### src/rtl/bus_arbiter_if.sv
// Request bundle from the three bus masters plus the shared slave-side bus of bus_arbiter.
// slave: arbiter view; master: view of the masters and slave that surround it.
interface bus_arbiter_if;
   localparam int unsigned N_M = 3;
   localparam int unsigned AW  = 16;
   localparam int unsigned DW  = 8;

   logic [N_M-1:0]    i_m_cs;
   logic [N_M-1:0]    i_m_we;
   logic [N_M*AW-1:0] i_m_addr;
   logic [N_M*DW-1:0] i_m_dat;
   logic [N_M-1:0]    o_m_gnt;
   logic [N_M-1:0]    o_m_ack;
   logic [N_M-1:0]    o_m_err;
   logic [AW-1:0]     o_addr;
   logic [DW-1:0]     o_dat;
   logic              o_we;
   logic              o_cs;
   logic              i_ack;

   modport slave (
      input  i_m_cs, i_m_we, i_m_addr, i_m_dat, i_ack,
      output o_m_gnt, o_m_ack, o_m_err, o_addr, o_dat, o_we, o_cs
   );

   modport master (
      output i_m_cs, i_m_we, i_m_addr, i_m_dat, i_ack,
      input  o_m_gnt, o_m_ack, o_m_err, o_addr, o_dat, o_we, o_cs
   );
endinterface

### src/rtl/bus_arbiter.sv
// Registered three-master (CPU/UART/VGA) system-bus arbiter with fixed priority and starvation guard.
// Optional grant timeout is enabled by defining BUS_ARBITER_TIMEOUT_EN.
module bus_arbiter #(
   parameter int unsigned STARVE_LIMIT = 8,
   parameter int unsigned TIMEOUT      = 255
) (
   input  logic         i_clk,
   input  logic         i_reset_n,
   bus_arbiter_if.slave bus
);
   localparam int unsigned N_M = 3;
   localparam int unsigned AW  = 16;
   localparam int unsigned DW  = 8;
   localparam int unsigned CW  = 4;
   localparam logic [CW-1:0] LIMIT = CW'(STARVE_LIMIT);

   typedef enum logic [1:0] {
      IDLE    = 2'd0,
      GRANT   = 2'd1,
      RELEASE = 2'd2
   } state_t;

   state_t                 state_q, state_d;
   logic [1:0]             owner_q, owner_d;
   logic [N_M-1:0]         gnt_q, gnt_d;
   logic [N_M-1:0][CW-1:0] starve_q, starve_d;

   logic [N_M-1:0] starving, pool, own_onehot;
   logic [1:0]     winner;
   logic           own_cs, own_we;
   logic [AW-1:0]  own_addr;
   logic [DW-1:0]  own_dat;

`ifdef BUS_ARBITER_TIMEOUT_EN
   localparam logic [7:0] TO_LAST = 8'(TIMEOUT - 1);
   logic [7:0] to_cnt_q;

   // Counts GRANT cycles without an acknowledge; cleared whenever not in GRANT.
   always_ff @(posedge i_clk or negedge i_reset_n) begin
      if (!i_reset_n)             to_cnt_q <= '0;
      else if (state_q != GRANT)  to_cnt_q <= '0;
      else if (!bus.i_ack)        to_cnt_q <= to_cnt_q + 8'(1);
   end
`else
   logic unused_timeout;
   assign unused_timeout = |8'(TIMEOUT);
`endif

   // Starved requesters take precedence; within a pool the highest index wins.
   always_comb begin
      starving = '0;
      for (int k = 0; k < N_M; k++)
         starving[k] = bus.i_m_cs[k] && (starve_q[k] == LIMIT);
      pool   = (|starving) ? starving : bus.i_m_cs;
      winner = 2'd0;
      if (pool[2])      winner = 2'd2;
      else if (pool[1]) winner = 2'd1;
   end

   always_comb begin
      own_cs   = 1'b0;
      own_we   = 1'b0;
      own_addr = '0;
      own_dat  = '0;
      case (owner_q)
         2'd0: begin
            own_cs   = bus.i_m_cs[0];
            own_we   = bus.i_m_we[0];
            own_addr = bus.i_m_addr[AW-1:0];
            own_dat  = bus.i_m_dat[DW-1:0];
         end
         2'd1: begin
            own_cs   = bus.i_m_cs[1];
            own_we   = bus.i_m_we[1];
            own_addr = bus.i_m_addr[2*AW-1:AW];
            own_dat  = bus.i_m_dat[2*DW-1:DW];
         end
         2'd2: begin
            own_cs   = bus.i_m_cs[2];
            own_we   = bus.i_m_we[2];
            own_addr = bus.i_m_addr[3*AW-1:2*AW];
            own_dat  = bus.i_m_dat[3*DW-1:2*DW];
         end
         default: ;
      endcase
      own_onehot = N_M'(1) << owner_q;
   end

   always_ff @(posedge i_clk or negedge i_reset_n) begin
      if (!i_reset_n) begin
         state_q  <= IDLE;
         owner_q  <= 2'd0;
         gnt_q    <= '0;
         starve_q <= '0;
      end else begin
         state_q  <= state_d;
         owner_q  <= owner_d;
         gnt_q    <= gnt_d;
         starve_q <= starve_d;
      end
   end

   // Bus outputs are only live in GRANT; ack/err are same-cycle strobes to the owner.
   always_comb begin
      state_d     = state_q;
      owner_d     = owner_q;
      gnt_d       = gnt_q;
      starve_d    = starve_q;
      bus.o_m_ack = '0;
      bus.o_m_err = '0;
      bus.o_addr  = '0;
      bus.o_dat   = '0;
      bus.o_we    = 1'b0;
      bus.o_cs    = 1'b0;

      for (int k = 0; k < N_M; k++)
         if (!bus.i_m_cs[k]) starve_d[k] = '0;

      case (state_q)
         IDLE: begin
            if (|bus.i_m_cs) begin
               state_d = GRANT;
               owner_d = winner;
               gnt_d   = N_M'(1) << winner;
               for (int k = 0; k < N_M; k++) begin
                  if (2'(k) == winner)
                     starve_d[k] = '0;
                  else if (bus.i_m_cs[k] && (starve_q[k] < LIMIT))
                     starve_d[k] = starve_q[k] + CW'(1);
               end
            end
         end
         GRANT: begin
            bus.o_cs   = own_cs;
            bus.o_we   = own_we && own_cs && (owner_q != 2'd2);
            bus.o_addr = own_addr;
            bus.o_dat  = own_dat;
            if (bus.i_ack && own_cs) begin
               bus.o_m_ack = own_onehot;
               state_d     = RELEASE;
               gnt_d       = '0;
            end else if (!own_cs) begin
               state_d = RELEASE;
               gnt_d   = '0;
            end
`ifdef BUS_ARBITER_TIMEOUT_EN
            else if (to_cnt_q == TO_LAST) begin
               bus.o_m_ack = own_onehot;
               bus.o_m_err = own_onehot;
               state_d     = RELEASE;
               gnt_d       = '0;
            end
`endif
         end
         RELEASE: state_d = IDLE;
         default: state_d = IDLE;
      endcase
   end

   assign bus.o_m_gnt = gnt_q;
endmodule

### src/flat_wrapper.sv
// flat-port wrapper written by rule: the top's interface ports become plain ports
module bus_arbiter_flat 
#(
   parameter int unsigned STARVE_LIMIT = 8,
   parameter int unsigned TIMEOUT      = 255
)
  (i_clk, i_reset_n, bus_i_m_cs, bus_i_m_we, bus_i_m_addr, bus_i_m_dat, bus_i_ack, bus_o_m_gnt, bus_o_m_ack, bus_o_m_err, bus_o_addr, bus_o_dat, bus_o_we, bus_o_cs);
  bus_arbiter_if bus_i ();
  input  logic i_clk;
  input  logic i_reset_n;
  input wire logic [$bits(bus_i.i_m_cs)-1:0] bus_i_m_cs;
  input wire logic [$bits(bus_i.i_m_we)-1:0] bus_i_m_we;
  input wire logic [$bits(bus_i.i_m_addr)-1:0] bus_i_m_addr;
  input wire logic [$bits(bus_i.i_m_dat)-1:0] bus_i_m_dat;
  input wire logic [$bits(bus_i.i_ack)-1:0] bus_i_ack;
  output wire logic [$bits(bus_i.o_m_gnt)-1:0] bus_o_m_gnt;
  output wire logic [$bits(bus_i.o_m_ack)-1:0] bus_o_m_ack;
  output wire logic [$bits(bus_i.o_m_err)-1:0] bus_o_m_err;
  output wire logic [$bits(bus_i.o_addr)-1:0] bus_o_addr;
  output wire logic [$bits(bus_i.o_dat)-1:0] bus_o_dat;
  output wire logic [$bits(bus_i.o_we)-1:0] bus_o_we;
  output wire logic [$bits(bus_i.o_cs)-1:0] bus_o_cs;
  assign bus_i.i_m_cs = bus_i_m_cs;
  assign bus_i.i_m_we = bus_i_m_we;
  assign bus_i.i_m_addr = bus_i_m_addr;
  assign bus_i.i_m_dat = bus_i_m_dat;
  assign bus_i.i_ack = bus_i_ack;
  assign bus_o_m_gnt = bus_i.o_m_gnt;
  assign bus_o_m_ack = bus_i.o_m_ack;
  assign bus_o_m_err = bus_i.o_m_err;
  assign bus_o_addr = bus_i.o_addr;
  assign bus_o_dat = bus_i.o_dat;
  assign bus_o_we = bus_i.o_we;
  assign bus_o_cs = bus_i.o_cs;
  bus_arbiter #(.STARVE_LIMIT(STARVE_LIMIT), .TIMEOUT(TIMEOUT)) u_core (.i_clk(i_clk), .i_reset_n(i_reset_n), .bus(bus_i));
endmodule
### config.mk
export PLATFORM = sky130hd
export DESIGN_NAME = bus_arbiter_flat
export DESIGN_NICKNAME = d
export VERILOG_FILES = /design/src/rtl/bus_arbiter_if.sv /design/src/rtl/bus_arbiter.sv /design/src/flat_wrapper.sv
export SDC_FILE = /design/constraint.sdc
export NUM_CORES = 1
export LEC_CHECK = 0
export ABC_AREA = 1
export ABC_CLOCK_PERIOD_IN_PS = 3120
export CORE_MARGIN = 2
export CORE_UTILIZATION = 41
export DETAILED_ROUTE_END_ITERATION = 10
export PLACE_DENSITY = 0.9
export SYNTH_ARGS = -nofsm -noshare
export SYNTH_HDL_FRONTEND = slang
export SYNTH_SLANG_ARGS = --single-unit
### constraint.sdc
create_clock -name i_clk -period 3.12 [get_ports i_clk]
set_input_delay 0.936 -clock i_clk [delete_from_list [all_inputs] [get_ports i_clk]]
set_output_delay 0.936 -clock i_clk [all_outputs]
set_load 0.02 [all_outputs]
# Word-level counts from Yosys, hierarchy flattened
# Index checks and enable logic that the tools add are counted.
[classes] n_eq_ne=11 shift=2 add_sub_neg=3 mux=32 n_lt_le_gt_ge=3 n_reduce_logical=18
[op_table] cell="$pmux 16 s3" count=1
[op_table] cell="$mux 4" count=9
[op_table] cell="$mux 12" count=2
[op_table] cell="$pmux 8 s3" count=1
[op_table] cell="$mux 3" count=6
[op_table] cell="$mux 16" count=1
[op_table] cell="$add 4x1->4 const B" count=3
[op_table] cell="$eq 4x4->1 const B" count=3
[op_table] cell="$lt 4x4->1 const B" count=3
[op_table] cell="$logic_and 1x1->1" count=9
[op_table] cell="$mux 2" count=4
[op_table] cell="$mux 8" count=1
[op_table] cell="$logic_not 2->1" count=3
[op_table] cell="$pmux 1 s3" count=2
[op_table] cell="$pmux 3 s2" count=1
[op_table] cell="$reduce_or 3->1" count=2
[op_table] cell="$shl 1x2->3 const A" count=2
[op_table] cell="$eq 2x1->1 const B" count=2
[op_table] cell="$pmux 2 s2" count=1
[op_table] cell="$reduce_and 2->1" count=2
[op_table] cell="$mux 1" count=3
[op_table] cell="$ne 3x3->1 const B" count=1
[op_table] cell="$reduce_and 3->1" count=1
[op_table] cell="$eq 1x2->1 const A" count=1
[op_table] cell="5 further kinds" count=5
[word_totals] word_cells=75 out_inout_bits=35 input_bits=81 regBits=19

# Logic depth before layout (Yosys ltp)
# Gate-level depths: netlist of run 1.
[depth] depth_word=10 ltp_mapped=11 ltp_nobuf=11

# Least setup slack after synthesis of run 1
# Ideal clock, no wire load.
[synth_timing] path_kind="input -> output" startpoint="in bus_i_m_cs[1]" endpoint="out bus_o_m_ack[0]" arrival_time_ps=1964 n_path_buf=1 path_slack_ps=220 cell_stages=7 required_time_ps=2184 cell_sequence="buf_4 -> nand3_1 -> nand3_2 -> nand2_1 -> inv_2 -> nand2_2 -> nor3_1"
[synth_between] elab_chain_cells=4
[synth_lines] element="from (decl)" line="flat_wrapper.sv:11" source="input wire logic [$bits(bus_i.i_m_cs)-1:0] bus_i_m_cs;"
[synth_lines] element="$pmux 1 s3" line="bus_arbiter.sv:65" source="case (owner_q)"
[synth_lines] element="$logic_and 1x1->1" line="bus_arbiter.sv:138" source="if (bus.i_ack && own_cs) begin"
[synth_lines] element="$mux 3" line="bus_arbiter.sv:138"
[synth_lines] element="$mux 3" line="bus_arbiter.sv:119" source="case (state_q)"
[synth_lines] element="to (decl)" line="flat_wrapper.sv:17" source="output wire logic [$bits(bus_i.o_m_ack)-1:0] bus_o_m_ack;"
# Every way passes these cells.

# Worst setup path in the final report of run 1
[layout_timing] startpoint="in bus_i_m_cs[2]" endpoint="out bus_o_m_ack[0]"
# The elaborated chain is that of the path after synthesis.

==> results of run 1 <==
[report_power, final]
| part | internal, W | total [W] | leakage [nW] | switching (W) |
|---|---|---|---|---|
| registers | 0.000304 | 0.000377 | 0.255 | 0.0000722 |
| clock network | 0.0000893 | 0.000181 | 0.0255 | 0.0000916 |
| logic | 0.000521 | 0.00141 | 1.44 | 0.000888 |
| total | 0.000915 | 0.00197 | 1.72 | 0.00105 |
[logic make-up (layout without fill, tap and decap cells)]
family                   count (synthesis)  after routing
adder cells (fa/ha/maj)                  6              6
XOR/XNOR                                 2              2
other                                    1              3
AND/OR/NAND/NOR                        220            220
AO/OA/AOI/OAI                           16             16
buffers and inverters                   68            175
flip-flops                              19             19
[worst reg2reg max path, delay by kind of cell (launching register included)]
kind	cells	cell delay, ps
adder cells (fa/ha/maj)	1	140
AND/OR/NAND/NOR	7	650
buffers and inverters	3	200
flip-flops	1	430
[worst paths after layout]
kind,from,endpoint,slack (ps),depth (start not counted)
max,bus_i_m_cs[2],bus_o_m_ack[0],90,8
min,u_core.bus.o_m_gnt[1],u_core.bus.o_m_gnt[1],480,2
max reg2reg,u_core.starve_q[0],u_core.starve_q[6],1600,11
min reg2reg,u_core.bus.o_m_gnt[1],u_core.bus.o_m_gnt[1],480,2
max in group asynchronous,i_reset_n,u_core.starve_q[3],1430,1
min in group asynchronous,i_reset_n,u_core.starve_q[10],1150,1
[state kept, by name (all words and copies together) (netlist names)]
signal,cells
u_core.bus.o_m_gnt,3
u_core.owner_q,2
u_core.starve_q,12
u_core.state_q,2
[metal layers]
layer	global-route usage (%)	wire, um	share of wire (%)
met5	0	0	0
met4	7.966	171	2.6
met3	4.306	588	9.0
met2	42.20	3130	48
met1	30.97	2626	40
[layout by cell type, fill, tap and decap left out, drive strengths merged, types with 2 or more instances in the layout]
cell type and n:
a21oi 10, buf 10, clkbuf 5, clkdlybuf4s50 81, clkinv 2, conb 3
dfrtp 19, dlygate4sd2 25, ha 6, inv 52, nand2 157, nand3 47
nand4 3, nor2 8, nor3 3, o21ai 5, xor2 2
[through the flow]
| step | worst slack [ps] | hold WS [ps] | TNS, ps | std cells | cell area (um^2) |
|---|---|---|---|---|---|
| floorplan | 220.5 | 503.0 | 0 | 334 | 1914 |
| global placement | -438.3 | 457.4 | -3129 | 489 | 3025 |
| detailed placement | -452.4 | 466.8 | -3522 | 489 | 3025 |
| CTS | 5.193 | 484.0 | 0 | 493 | 3025 |
| global route | 0.4008 | 494.9 | 0 | 493 | 3025 |
| finish | 90.26 | 479.4 | 0 | 493 | 3025 |
[repair_timing]
| action | CTS | global route |
|---|---|---|
| gates resized for setup | 42 | 5 |
| endpoints found under the hold margin | 0 | 0 |
| buffers inserted | 0 | 0 |
| setup endpoints to repair | 29 | 3 |
| pin swaps | 0 | 0 |
[layout make-up]
class | count | area, um^2
clock inverters | 1 | 5.005
flip-flops and latches | 19 | 475.5
inverters | 53 | 198.9
well taps | 52 | 65.06
repair buffers | 118 | 1112
multi-input cells | 247 | 1127
fillers | 390 | 1389
clock buffers | 3 | 41.29
==> impl_metrics.csv, run 1 <==
group,metric,value,unit
outcome,status,"finished, final reports clean",
worst_hold_path,hold_path.class,"register to register",
clocking,cts-root-buf,"clkbuf_8",
power_and_ir_drop,power,0.001967,W
synth,ys_seq_area_share,24.93,%
global_routing,grt_max_degree,27,
cells_and_area,nets,529,
synth,synth_top_family_by_area,"simple AND/OR/NAND/NOR gates",
synth,synth_adder_area_share,3.937,%
clocking,htreeDepth,1,
timing,slew_viol_final,0,
timing,grt_setup_unrepaired,"no",
cells_and_area,final_util,68.54,%
synth,synth_top_area_cell,"nand2_1",
global_routing,grt_pass1_wl,10130,um
detailed_routing,postRouteAntennaNets,0,
placement,dp_hpwl,5231,um
cells_and_area,diodes,0,
power_and_ir_drop,power_density,650.2,nW/um^2
timing,fin_crit_sh,97.11,%
synth,post-synth-top-count-cell,"nand2_1",
detailed_routing,vias,2393,
synth,syn_area,1907,um^2
synth,synth_compound_area_share,4.265,%
synth,syn_avg_cell_area,5.743,um^2
timing,relSlewSlack,42.16,%
die,coreArea,4414,um^2
die,io_pins,116,
clocking,cts_hold_buf,0,
synth,netlist.area_leader.share,29.92,%
critical_path,path_class,"primary input to output port",
global_routing,overflow,0,
critical_path,max_stage_delay,510,ps
clocking,cts.sinks,19,
die,die_y,72.20,um
synth,synth_ff_type,"dfrtp_1",
synth,synthCells,332,
die,die-area,5212,um^2
synth,synth_area_leaders,"nand2_1 30%, dfrtp_1 25%, nand3_1 12%",
synth,yosys_warnings,0,
clocking,clk_pin_slew_worst_paths,80,ps
critical_path,start_kind,"primary input",
detailed_routing,drt-total-wl,6516,um
placement,gp_congestion,0.9410,
detailed_routing,wire_per_inst,13.22,um
placement,io_buffers,111,
die,row_count,24,
detailed_routing,drc_errors,0,
die,die_width,72.20,um
timing,finalHoldViolCount,0,
critical_path,crit_required,2180,ps
timing,period_minus_slack,3030,ps
detailed_routing,first_pass_iters,4,
critical_path,arrival,2090,ps
critical_path,worstSetupEndpointType,"output port",
timing,setup_viol,0,
global_routing,antenna_found_initial,0,
synth,synth-seq-cells,19,
global_routing,grt_use_total,24.50,%
synth,synth_common_cells,"152 x nand2_1, 46 x nand3_1, 45 x inv_1, 19 x dfrtp_1, 10 x a21oi_1",
synth,synth-simple-area-share,49.15,%
synth,synthArstFlopShare,100.0,%
synth,synth_edf_count,0,
clocking,numCtsBuffers,3,
global_routing,grt_pass1_vias,2159,
clocking,cts_tree,"yes",
power_and_ir_drop,worst_ir_drop_vdd,483.2,uV
timing,timing.fmax,0.3301,GHz
clocking,insertion_delay,270,ps
critical_path,cp.buffers_inverters,3,
synth,synth-xor-area-share,0.9186,%
synth,synth.mux.area_fraction,0,%
cells_and_area,syn2layout_area_growth,58.66,%
detailed_routing,drt-initial-drc-count,142,
critical_path,critPathSlowestCell,"clkdlybuf4s50_1",
critical_path,path_cells,"clkdlybuf4s50_1 > nand3_1 > nand3_2 > nand2_1 > inv_2 > nand2_2 > nor3_2 > buf_4",
critical_path,cp_max_fo,3,
run,cap_viol_max_count,0,
detailed_routing,via_per_inst,4.854,
critical_path,crit_family,"buffers and inverters",
power_and_ir_drop,p_leak,1.721,nW
die,initial_core_util,43.20,%
cells_and_area,drive_gt1_share,7.710,%
synth,ys_types,26,
timing,skew,3.790,ps
timing,tightest_slew,864.9,ps
clocking,cts.path.max_buffers,2,
Note: power is estimated with default switching activity, not from simulation.
==> inputs of run 2 (changes only) <==
--- a/config.mk
+++ b/config.mk
@@ -7,9 +7,11 @@
 export LEC_CHECK = 0
 export ABC_AREA = 1
 export ABC_CLOCK_PERIOD_IN_PS = 3120
+export CORE_ASPECT_RATIO = 2
 export CORE_MARGIN = 2
 export CORE_UTILIZATION = 41
 export DETAILED_ROUTE_END_ITERATION = 10
+export GPL_ROUTABILITY_DRIVEN = 0
 export PLACE_DENSITY = 0.9
 export SYNTH_ARGS = -nofsm -noshare
 export SYNTH_HDL_FRONTEND = slang
==> run 2 against run 1 <==
Net effect:
- sequential power about the same
- via count up 4.4%
- wire length up 3.5%
- critical path type unchanged
- largest cell class unchanged
==> impl_metrics.csv, run 2 (same netlist as run 1, synthesis figures left out) <==
group,metric,value,unit
outcome,status,"finished, final reports clean",
critical_path,worstRegToRegCells,11,
power_and_ir_drop,p_leak,1.721,nW
critical_path,regToRegEndpoint,"u_core.starve_q[5]",
worst_hold_path,min_to,"u_core.bus.o_m_gnt[2]",
critical_path,crit_required,2180,ps
timing,relSlewSlack,42.51,%
die,coreArea,4554,um^2
placement,place_area,3029,um^2
timing,slew_viol_final,0,
cells_and_area,layout_commonest_cell,"nand2_1",
global_routing,grt_max_degree,27,
clocking,numCtsBuffers,3,
timing,setup_viol,0,
critical_path,regToRegSetupSlack,1590,ps
cells_and_area,largest_register_ffs,12,
clocking,cts-root-buf,"clkbuf_8",
clocking,insertion_delay,260,ps
cells_and_area,diodes,0,
die,die-area,5245,um^2
timing,fin_crit_sh,97.19,%
power_and_ir_drop,p_switching,0.001055,W
global_routing,grt_use_total,25.92,%
die,die_width,52.22,um
placement,dp.cells,492,
die,row_count,35,
power_and_ir_drop,worst_ir_drop_vdd,705.0,uV
timing,tightest_slew,859.6,ps
run,cap_viol_max_count,0,
timing,fin_hold_ws,481.2,ps
die,initial_core_util,41.87,%
critical_path,timing.rr.start,"u_core.starve_q[0]",
detailed_routing,via_per_inst,5.036,
detailed_routing,drc_errors,0,
cells_and_area,most-common-layout-cells,"151 x nand2_1, 81 x clkdlybuf4s50_1, 46 x nand3_1",
clocking,htreeDepth,1,
clocking,postCtsSetupRepairBufs,0,
die,die_y,100.4,um
cells_and_area,stdcell_area,3038,um^2
clocking,cts_tree,"yes",
global_routing,grt_pass1_vias,2291,
global_routing,overflow,0,
detailed_routing,vias,2498,
placement,dp_hpwl,5372,um
timing,skew,7.636,ps
power_and_ir_drop,power,0.001972,W
critical_path,cp_max_fo,2,
cells_and_area,nFillCells,401,
detailed_routing,drt-initial-drc-count,55,
cells_and_area,final_cell_count_no_fill,496,
power_and_ir_drop,power_switching_share,53.52,%
detailed_routing,drt-total-wl,6741,um
cells_and_area,drive_gt1_share,7.937,%
worst_hold_path,hold_path_startpoint,"u_core.bus.o_m_gnt[2]",
cells_and_area,nets,529,
power_and_ir_drop,pwr-share-comb,72.0,%
worst_hold_path,holdPathStages,2,
power_and_ir_drop,p_int,0.0009165,W
placement,io_buffers,111,
power_and_ir_drop,seqPwrFrac,19.1,%
detailed_routing,first_pass_iters,5,
placement,post-place-ws,-453.3,ps
clocking,cts.sinks,19,
power_and_ir_drop,p_clk_share,9.0,%
timing,worst_slack,87.81,ps
cells_and_area,syn2layout_area_growth,59.32,%
detailed_routing,wire_per_inst,13.59,um
critical_path,worstSetupEndpointType,"output port",
detailed_routing,postRouteAntennaNets,0,
power_and_ir_drop,power_density,649.0,nW/um^2
die,io_pins,116,
critical_path,arrival,2100,ps
global_routing,antenna_found_initial,0,
clocking,cts.path.max_buffers,2,
critical_path,path_class,"primary input to output port",
timing,period_minus_slack,3032,ps
worst_hold_path,hold_path.class,"register to register",
critical_path,start_kind,"primary input",
timing,finalHoldViolCount,0,
global_routing,grt_pass1_wl,10560,um
cells_and_area,top_register,"u_core.starve_q",
timing,timing.fmax,0.3298,GHz
clocking,clk_pin_slew_worst_paths,80,ps
==> run 2: changes by cell type in the layout (fill, tap and decap cells not counted), sizes merged <==
cell           change
clkdlybuf4s15      +1
buf                +1
clkbuf             -2
==> run 2: layer usage <==
layer  global-route usage, %  wire length [um]  vias to the layer above  part of all wire [%]
met5                       0                 0                        -                     0
met4                   9.270               259                        0                   3.8
met3                   8.185               804                       20                    12
met2                   47.03              3296                      129                    49
met1                   26.86              2381                     1124                    35
li1                        -                 -                     1225                     -
==> run 2: area by class of cell <==
| class | count | area [um^2] | area share, % |
|---|---|---|---|
| clock inverters | 1 | 5.005 | 0.1647 |
| clock buffers | 3 | 41.29 | 1.359 |
| repair buffers | 118 | 1119 | 36.82 |
| inverters | 53 | 198.9 | 6.549 |
| flip-flops and latches | 19 | 475.5 | 15.65 |
| well taps | 55 | 68.82 | 2.265 |
| multi-input cells | 247 | 1130 | 37.19 |
==> run 2: power groups by stage <==
stage	Sequential [W]	Clock, W	Combinational [W]
3_3_place_gp	0.000376	0	0.00149
4_1_cts	0.000373	0.000182	0.00142
2_1_floorplan	0.000381	0	0.000950
5_1_grt	0.000384	0.000190	0.00158
3_5_place_dp	0.000377	0	0.00151
6_report	0.000376	0.000177	0.00142
==> run 2: worst max path at each step <==
stage / endpoint / cells after the start / start
after detailed placement: bus_o_m_ack[0] / 8 / bus_i_m_cs[1]
after floorplan: bus_o_m_ack[0] / 7 / bus_i_m_cs[1]
after global placement: bus_o_m_ack[0] / 8 / bus_i_m_cs[1]
after CTS: bus_o_m_ack[0] / 8 / bus_i_m_cs[2]
after global routing: bus_o_m_ack[0] / 8 / bus_i_m_cs[2]
final: bus_o_cs / 7 / bus_i_m_cs[2]
==> run 2: critical path, stage by stage <==
cell,delay [ps]
clkdlybuf4s50_1,480
nand3_1,100
nand3_2,100
nand2_2,60
inv_2,70
buf_4,100
clkdlybuf4s15_2,240
==> run 2: metrics by stage <==
| step | setup TNS (ps) | util (%) |
|---|---|---|
| after detailed placement | -3527 | 66.51 |
| after floorplan | 0 | - |
| final | 0 | 66.70 |
| after CTS | 0 | 66.43 |
| after global placement | -3095 | 66.51 |
| after global routing | -4.231 | 66.70 |
==> run 2: what timing repair did <==
item / 4_1_cts / 5_1_grt
hold buffers: 0 / 0
endpoints found under the setup margin: 29 / 3
resized for setup: 45 / 4
==> inputs of run 3 (changes only) <==
==> constraint.sdc (replaced) <==
create_clock -name i_clk -period 3.12 [get_ports i_clk]
set_input_delay 0.936 -clock i_clk [delete_from_list [all_inputs] [get_ports i_clk]]
set_output_delay 0.936 -clock i_clk [all_outputs]
set_load 0.005 [all_outputs]
==> run 3 against run 2 <==
Net effect:
- cell count is the same
- first-iteration DRC count is 49% higher
- hold slack about the same
- design area up 2.9%
- clock-buffer cell count grew 1
- clock skew is 5.3 ps lower
- largest power group unchanged
- register-to-register slack worse by 30 ps
- global-route usage fell by 0.66 points
- sequential share of layout area is 0.44 points lower
- critical path depth decreased by 1
- die area unchanged
- sequential power hardly changed
==> impl_metrics.csv, run 3 (same netlist as run 1, synthesis figures left out) <==
group,metric,value,unit
outcome,status,"finished, final reports clean",
timing,fin_crit_sh,98.73,%
clocking,htreeDepth,1,
power_and_ir_drop,seqPwrFrac,20.2,%
detailed_routing,drc_errors,0,
timing,timing.fmax,0.3246,GHz
placement,io_buffers,111,
clocking,insertion_delay,260,ps
clocking,clk_pin_slew_worst_paths,70,ps
worst_hold_path,hold_path.class,"register to register",
cells_and_area,syn2layout_area_growth,63.98,%
power_and_ir_drop,power_switching_share,47.76,%
global_routing,grt_use_total,25.26,%
timing,relSlewSlack,39.59,%
power_and_ir_drop,p_int,0.0009761,W
power_and_ir_drop,p_clk_share,9.5,%
global_routing,grt_pass1_wl,10250,um
detailed_routing,drt-initial-drc-count,82,
die,io_pins,116,
detailed_routing,wire_per_inst,14.00,um
worst_hold_path,holdPathStages,2,
clocking,cts_tree,"yes",
timing,period_minus_slack,3080,ps
critical_path,regToRegSetupSlack,1560,ps
die,die_y,100.4,um
clocking,cts-root-buf,"clkbuf_8",
cells_and_area,stdcell_area,3127,um^2
placement,place_area,3029,um^2
critical_path,worstSetupEndpointType,"output port",
critical_path,path_class,"primary input to output port",
timing,tightest_slew,903.3,ps
global_routing,antenna_found_initial,0,
cells_and_area,most-common-layout-cells,"152 x nand2_1, 83 x clkdlybuf4s50_1, 45 x inv_1",
detailed_routing,via_per_inst,5.016,
placement,dp_hpwl,5301,um
detailed_routing,postRouteAntennaNets,0,
critical_path,arrival,2140,ps
timing,skew,2.364,ps
detailed_routing,first_pass_iters,4,
clocking,cts.sinks,19,
cells_and_area,drive_gt1_share,6.576,%
power_and_ir_drop,power_density,597.6,nW/um^2
detailed_routing,drt-total-wl,6942,um
power_and_ir_drop,worst_ir_drop_vdd,634.1,uV
clocking,numCtsBuffers,3,
cells_and_area,nets,529,
clocking,cts.path.max_buffers,2,
cells_and_area,top_register,"u_core.starve_q",
power_and_ir_drop,power,0.001868,W
timing,slew_viol_final,0,
global_routing,grt_pass1_vias,2295,
critical_path,worstRegToRegCells,11,
cells_and_area,largest_register_ffs,12,
timing,grt_setup_unrepaired,"no",
global_routing,overflow,0,
die,coreArea,4554,um^2
timing,tns,0,ps
power_and_ir_drop,p_switching,0.0008923,W
die,row_count,35,
detailed_routing,vias,2488,
die,die_width,52.22,um
critical_path,cp_max_fo,1,
power_and_ir_drop,p_leak,1.964,nW
timing,setup_viol,0,
die,die-area,5245,um^2
critical_path,start_kind,"primary input",
power_and_ir_drop,pwr-share-comb,70.3,%
clocking,cts_hold_buf,0,
global_routing,grt_max_degree,27,
cells_and_area,diodes,0,
run,cap_viol_max_count,0,
cells_and_area,layout_commonest_cell,"nand2_1",
critical_path,crit_required,2180,ps
die,initial_core_util,41.87,%
timing,finalHoldViolCount,0,
[run 3: changes by cell type in the layout (fill, tap and decap cells not counted), sizes merged]
cell | before | now
clkinv | 2 | 1
clkdlybuf4s50 | 81 | 83
buf | 11 | 7
dlymetal6s2s | 0 | 20
dlygate4sd2 | 25 | 8
clkbuf | 3 | 4
clkdlybuf4s15 | 1 | 0
[run 3: stage by stage]
stage	setup WS, ps	hold WS [ps]	cells	utilization [%]
after floorplan	585.1	465.4	334	-
after global placement	-327.8	456.5	492	66.51
after detailed placement	-344.3	461.9	492	66.51
after CTS	10.53	479.5	496	67.39
after global routing	4.731	510.4	496	68.65
final	39.50	481.7	496	68.65
[run 3: power groups by stage]
stage                     registers (W)  logic, W  clock network (W)
final                          0.000377   0.00131           0.000178
after global placement         0.000376   0.00131                  0
after CTS                      0.000375   0.00132           0.000178
after detailed placement       0.000377   0.00132                  0
after floorplan                0.000365  0.000788                  0
after global routing           0.000382   0.00146           0.000189
[run 3: worst paths after layout]
| kind | start | to |
|---|---|---|
| min | u_core.bus.o_m_gnt[1] | u_core.bus.o_m_gnt[1] |
| max reg2reg | u_core.starve_q[0] | u_core.starve_q[5] |
| min reg2reg | u_core.bus.o_m_gnt[1] | u_core.bus.o_m_gnt[1] |
| min in group asynchronous | i_reset_n | u_core.starve_q[11] |
| max | bus_i_m_dat[11] | bus_o_dat[3] |
| max in group asynchronous | i_reset_n | u_core.state_q[0] |
[run 3: metal layers]
layer | global-route usage, % | vias up | share of wire [%]
li1 | - | 1221 | -
met2 | 47.13 | 116 | 51
met5 | 0 | - | 0
met3 | 5.804 | 12 | 10
met1 | 26.96 | 1139 | 38
met4 | 7.692 | 0 | 1.7
[run 3: layout make-up]
cell class                      instances  area, um^2
Clock buffer                            4       45.04
Fill cell                             398        1428
Inverter                               53       201.4
Multi-Input combinational cell        247        1132
Sequential cell                        19       475.5
Tap cell                               55       68.82
Timing Repair Buffer                  118        1204
[run 3: what timing repair did]
| action | 4_1_cts | 5_1_grt |
|---|---|---|
| buffers inserted | 0 | 0 |
| resized for setup | 9 | 23 |
| endpoints found under the hold margin | 0 | 0 |
| pin swaps | 0 | 7 |
| endpoints found under the setup margin | 6 | 23 |
[run 3: worst max-delay path, cell delays in order]
cell             delay (ps)
clkdlybuf4s50_1         450
nand2_1                  50
nand3_1                 100
nand2_1                  50
inv_1                    50
clkdlybuf4s50_1         500
